[src/rtl/profiler_pkg.sv]
// Shared types and defaults for the store-port cycle profiler.
package profiler_pkg;

    typedef enum logic [1:0] {
        ST_RUN  = 2'd0,
        ST_DONE = 2'd1,
        ST_DUMP = 2'd2
    } state_t;

    localparam logic [1:0] KIND_RESULT = 2'd0;
    localparam logic [1:0] KIND_CYCLE  = 2'd1;
    localparam logic [1:0] KIND_TOTAL  = 2'd2;

    localparam int N_SEG_DEFAULT       = 20;
    localparam int CW_DEFAULT          = 32;
    localparam int RESULT_BASE_DEFAULT = 80;

endpackage

[src/rtl/dump_sequencer.sv]
// Walks the dump beats (results, cycle counts, total) and holds each beat
// until the reader accepts it.
module dump_sequencer
    import profiler_pkg::*;
#(
    parameter int N_SEG = N_SEG_DEFAULT
) (
    input  logic       clk,
    input  logic       reset,
    input  logic       i_start,
    input  logic       i_ready,
    output logic       o_valid,
    output logic [1:0] o_kind,
    output logic [4:0] o_idx,
    output logic       o_last
);

    localparam logic [4:0] LAST_IDX = 5'(N_SEG - 1);

    logic       r_valid;
    logic [1:0] r_kind;
    logic [4:0] r_idx;

    always_ff @(posedge clk) begin
        if (reset) begin
            r_valid <= 1'b0;
            r_kind  <= KIND_RESULT;
            r_idx   <= 5'd0;
        end else if (i_start && !r_valid) begin
            r_valid <= 1'b1;
            r_kind  <= KIND_RESULT;
            r_idx   <= 5'd0;
        end else if (r_valid && i_ready) begin
            if (r_kind == KIND_TOTAL) begin
                r_valid <= 1'b0;
                r_kind  <= KIND_RESULT;
                r_idx   <= 5'd0;
            end else if (r_idx == LAST_IDX) begin
                r_kind <= (r_kind == KIND_RESULT) ? KIND_CYCLE : KIND_TOTAL;
                r_idx  <= 5'd0;
            end else begin
                r_idx <= r_idx + 5'd1;
            end
        end
    end

    assign o_valid = r_valid;
    assign o_kind  = r_kind;
    assign o_idx   = r_idx;
    assign o_last  = r_valid && i_ready && (r_kind == KIND_TOTAL);

endmodule

[src/rtl/store_cycle_profiler.sv]
// Per-segment cycle profiler on the data-memory store port, with result
// capture and a valid/ready replay stream.
//   state | meaning
//   RUN   | counting cycles; each store closes a segment
//   DONE  | all segments closed, data frozen, waiting for dump_start
//   DUMP  | replaying results, cycle counts and total
module store_cycle_profiler
    import profiler_pkg::*;
#(
    parameter int N_SEG       = N_SEG_DEFAULT,
    parameter int CW          = CW_DEFAULT,
    parameter int RESULT_BASE = RESULT_BASE_DEFAULT
) (
    input  logic        clk,
    input  logic        reset,
    input  logic        mem_write,
    input  logic [31:0] alu_result,
    input  logic [31:0] write_data,
    input  logic        dump_start,
    input  logic        dump_ready,
    output logic        dump_valid,
    output logic [1:0]  dump_kind,
    output logic [4:0]  dump_idx,
    output logic [31:0] dump_data,
    output logic [4:0]  seg_idx,
    output logic        done,
    output logic        overflow
);

    localparam logic [31:0] WIN_LO   = 32'(RESULT_BASE);
    localparam logic [31:0] WIN_HI   = 32'(RESULT_BASE + 4 * N_SEG);
    localparam logic [4:0]  LAST_SEG = 5'(N_SEG - 1);

    state_t         r_state;
    logic [4:0]     r_seg_idx;
    logic           r_done;
    logic           r_overflow;
    logic [CW-1:0]  r_total;
    logic [CW-1:0]  r_cyc    [N_SEG];
    logic [31:0]    r_result [N_SEG];

    logic           w_in_window;
    logic [4:0]     w_slot;
    logic           w_start;
    logic           w_valid;
    logic [1:0]     w_kind;
    logic [4:0]     w_idx;
    logic           w_last;
    logic [31:0]    w_payload;

    assign w_in_window = (alu_result >= WIN_LO) && (alu_result < WIN_HI)
                         && (alu_result[1:0] == 2'b00);
    assign w_slot      = 5'((alu_result - WIN_LO) >> 2);
    assign w_start     = (r_state == ST_DONE) && dump_start;

    always_ff @(posedge clk) begin
        if (reset) begin
            r_state    <= ST_RUN;
            r_seg_idx  <= 5'd0;
            r_done     <= 1'b0;
            r_overflow <= 1'b0;
            r_total    <= '0;
            for (int i = 0; i < N_SEG; i++) begin
                r_cyc[i]    <= '0;
                r_result[i] <= '0;
            end
        end else begin
            case (r_state)
                ST_RUN: begin
                    // the store cycle itself is charged to the segment it closes
                    if (r_cyc[r_seg_idx] != '1)
                        r_cyc[r_seg_idx] <= r_cyc[r_seg_idx] + CW'(1);
                    if (r_total != '1)
                        r_total <= r_total + CW'(1);
                    if (mem_write) begin
                        if (w_in_window)
                            r_result[w_slot] <= write_data;
                        r_seg_idx <= r_seg_idx + 5'd1;
                        if (r_seg_idx == LAST_SEG) begin
                            r_state <= ST_DONE;
                            r_done  <= 1'b1;
                        end
                    end
                end
                ST_DONE: begin
                    if (mem_write)
                        r_overflow <= 1'b1;
                    if (dump_start)
                        r_state <= ST_DUMP;
                end
                ST_DUMP: begin
                    if (mem_write)
                        r_overflow <= 1'b1;
                    if (w_last)
                        r_state <= ST_DONE;
                end
                default: r_state <= ST_RUN;
            endcase
        end
    end

    dump_sequencer #(.N_SEG(N_SEG)) u_seq (
        .clk     (clk),
        .reset   (reset),
        .i_start (w_start),
        .i_ready (dump_ready),
        .o_valid (w_valid),
        .o_kind  (w_kind),
        .o_idx   (w_idx),
        .o_last  (w_last)
    );

    always_comb begin
        w_payload = '0;
        if (w_valid) begin
            case (w_kind)
                KIND_RESULT: w_payload = r_result[w_idx];
                KIND_CYCLE:  w_payload = 32'(r_cyc[w_idx]);
                KIND_TOTAL:  w_payload = 32'(r_total);
                default:     w_payload = '0;
            endcase
        end
    end

    assign dump_valid = w_valid;
    assign dump_kind  = w_kind;
    assign dump_idx   = w_idx;
    assign dump_data  = w_payload;
    assign seg_idx    = r_seg_idx;
    assign done       = r_done;
    assign overflow   = r_overflow;

endmodule
[config.mk]
export PLATFORM = sky130hd
export DESIGN_NAME = store_cycle_profiler
export DESIGN_NICKNAME = d
export VERILOG_FILES = /design/src/rtl/profiler_pkg.sv /design/src/rtl/dump_sequencer.sv /design/src/rtl/store_cycle_profiler.sv
export SDC_FILE = /design/constraint.sdc
export NUM_CORES = 2
export LEC_CHECK = 0
export CORE_ASPECT_RATIO = 0.7
export CORE_MARGIN = 2
export CORE_UTILIZATION = 55
export DETAILED_ROUTE_END_ITERATION = 10
export MAX_ROUTING_LAYER = met4
export PLACE_DENSITY = 0.67
export SLEW_MARGIN = 0
export SYNTH_ARGS = -nofsm -noshare
export SYNTH_HDL_FRONTEND = slang
export SYNTH_SLANG_ARGS = --single-unit
[constraint.sdc]
create_clock -name clk -period 6.57 [get_ports clk]
set_input_delay 1.6425 -clock clk [delete_from_list [all_inputs] [get_ports clk]]
set_output_delay 1.6425 -clock clk [all_outputs]
set_load 0.01 [all_outputs]
==> impl_metrics.csv <==
group,metric,value,unit
critical_path,endpoint_kind,"output port",
synthesis,synth.top_cell.area_share,0.625,
synthesis,synth_cells,5962,
final_layout,synthToLayoutAreaGrowth,12.3,%
sta,setup_viol,0,
floorplanning,initial_core_util,0.555,
sta,hold_viol,0,
clock_network,cts_tree,"yes",
grt,grt_first_pass_wirelength,428000,µm
drt,viasPerCell,6.89,
floorplanning,ios,116,
sta,layout_worst_path_cycle_share,0.974,
run,cap_violations,0,
sta,rsz0062_at_grt,"no",
drt,ant_nets,0,
final_layout,multiInputGateArea,33100,µm²
synthesis,postSynthAreaPerCell,16.5,µm²
grt,gr-usage-all-layers,0.346,
place,place_hpwl,188000,µm
pwr,p_comb_frac,0.078,
pwr,total_power,0.0295,W
drt,wl,303000,µm
final_layout,drive_gt1_frac,0.252,
floorplanning,die_w,510,µm
synthesis,ys_ff_latch,2107,
synthesis,synth_area_leaders,"edfxtp_1 (63%), mux4_2 (18%), and2_1 (4.3%), mux2i_1 (3.4%), nor2_1 (3.0%)",
grt,antenna_found_initial,10,
synthesis,async_flop_share,0,
sta,worst_clock_skew,0.0353,ns
sta,drv_slew,0,
floorplanning,dieArea,182000,µm²
pwr,power_density,267,nW/µm²
pwr,p_sw,0.00680,W
pwr,p_leak,36.6,nW
place,io_buffers,115,
synthesis,synth_area_leader_cell,"edfxtp_1",
clock_network,clk_pin_slew,0.06,ns
synthesis,seq_area_frac_synth,0.637,
clock_network,clockRootBuffer,"clkbuf_16",
clock_network,cts_buffers,200,
sta,tightest_slew,1.37,ns
pwr,pwr-share-clk,0.403,
pwr,internal_power,0.0227,W
synthesis,synth-edff-count,2048,
place,pre_cts_ws,1.02,ns
clock_network,clock_path_buffers,3,
drt,first_pass_iters,6,
place,post_dp_cell_area,104000,µm²
pwr,seq_power_share,0.519,
synthesis,netlist_top_cells_count,"edfxtp_1 (2,048), mux4_2 (788), nor2_1 (776), and2_1 (681), mux2i_1 (332)",
grt,grt-ovfl-total,0,
critical_path,crit_type,"reg2out",
critical_path,cp-start-kind,"flop",
clock_network,ctsHtreeMaxLevel,4,
final_layout,fill_cells,12600,
final_layout,seq_area,62700,µm²
sta,finalSetupTns,0,ns
floorplanning,num_rows,129,
floorplanning,coreArea,177000,µm²
critical_path,cp_data_arrival_time,4.76,ns
synthesis,ys.flop_type,"edfxtp_1",
status,status,"completed",
synthesis,synth.net_count,6043,
clock_network,cts_sinks,2107,
final_layout,final_area,110000,µm²
synthesis,netlist_area,98400,µm²
synthesis,ys_types,59,
grt,first_global_vias,57700,
final_layout,fin_nets,6181,
drt,first_iter_violations,9959,
sta,clock.fmax,156,MHz
sta,fin_ws,0.172,ns
drt,remaining_drc_errors,0,
critical_path,cp_max_fo,24,
critical_path,required,4.93,ns
drt,routedWlPerCell,35.0,µm
synthesis,synth_most_common_cell,"edfxtp_1",
drt,vias,59500,
clock_network,holdBufCountCts,0,
min_path,hold_class,"reg2reg",
grt,grt_max_degree,85,
sta,fin_crit,6.40,ns
sta,relSlewSlack,0.0835,
synthesis,yosysWarningCount,0,
clock_network,worstSkewPairLatency,0.86,ns
pwr,ir_worst_vdd,0.000305,V
place,place_congestion,0.923,
pwr,sw_frac_of_total,0.231,
floorplanning,fp.dieH,358,µm
## state kept, by name (all words and copies together) (netlist names), named ones only
register,cells
u_seq.o_idx,5
r_cyc,1024
u_seq.o_kind,2
overflow,1
u_seq.o_valid,1
done,1
seg_idx,5
r_total,32
r_result,1024
r_state,2
## cell type report
| cell class | count | area share |
|---|---|---|
| Multi-Input combinational cell | 3266 | 0.300 |
| Timing Repair Buffer | 476 | 0.0440 |
| Inverter | 49 | 0.00167 |
| Tap cell | 2358 | 0.0267 |
| Clock inverter | 117 | 0.0112 |
| Clock buffer | 258 | 0.0488 |
| Sequential cell | 2107 | 0.568 |
| Antenna cell | 6 | 0.000136 |
## per-layer routing
layer / track usage / part of all wire / routed length (µm)
met5: - / 0 / 0
met4: 0.0983 / 0.031 / 9380
met3: 0.111 / 0.15 / 46600
met2: 0.453 / 0.41 / 125000
met1: 0.517 / 0.40 / 122000
## cells by family after synthesis
family | share of synthesized area
AOI/OAI and AO/OA | 0.0159
buffers and inverters | 0.0295
adders and majority gates | 0.00153
xor gates and xnor gates | 0.00604
and+or+nand+nor | 0.0948
muxes | 0.215
DFF | 0.637
## worst max-delay path: stages (launching register included)
cell	delay (ns)
dfxtp_4	0.57
buf_4	0.50
mux4_2	0.60
mux4_2	0.53
mux2i_1	0.31
nor2_1	0.07
a21oi_1	0.26
o22ai_1	0.27
and2_1	0.27
clkdlybuf4s50_1	0.49
## what timing repair did
action,in CTS,in global routing
gates resized for setup,0,2
endpoints found under the setup margin,0,2
buffers inserted,0,0
hold endpoints to repair,0,0
## per-stage QoR
stage,std cells,hold slack (ns),utilization
6_report,8637,0.476,0.623
5_1_grt,8636,0.509,0.623
4_1_cts,8631,0.482,0.623
3_5_place_dp,8256,0.460,0.586
3_3_place_gp,8256,0.454,0.586
2_1_floorplan,5962,0.472,-
## path summary, 6_finish.rpt
path            start             to  slack, ns  cells after the start
max              flop  dump_data[25]       0.17                      9
min          overflow       overflow       0.48                      2
max reg2reg      flop   r_cyc[11][8]       0.99                     13
min reg2reg  overflow       overflow       0.48                      2
## power groups by stage
stage / clock (W) / sequential (W) / combinational, W
3_3_place_gp: 0 / 0.0156 / 0.00219
6_report: 0.0119 / 0.0153 / 0.00229
2_1_floorplan: 0 / 0.0155 / 0.00139
4_1_cts: 0.0119 / 0.0153 / 0.00224
3_5_place_dp: 0 / 0.0156 / 0.00223
5_1_grt: 0.0125 / 0.0153 / 0.00239
## placed cells by master, fill, tap and decap left out, drive strengths merged, types with 25 or more instances in the layout
cell type and count:
a21oi 57, a22oi 117, and2 681, buf 362, bufinv 25, clkbuf 258, clkdlybuf4s50 114, clkinv 79
dfxtp 59, edfxtp 2048, inv 59, mux2i 333, mux4 788, nand2 98, nand3 114, nand4 39
nor2 777, nor3 27, o22ai 32, xor2 45
Note: power is estimated with default switching activity, not from simulation.
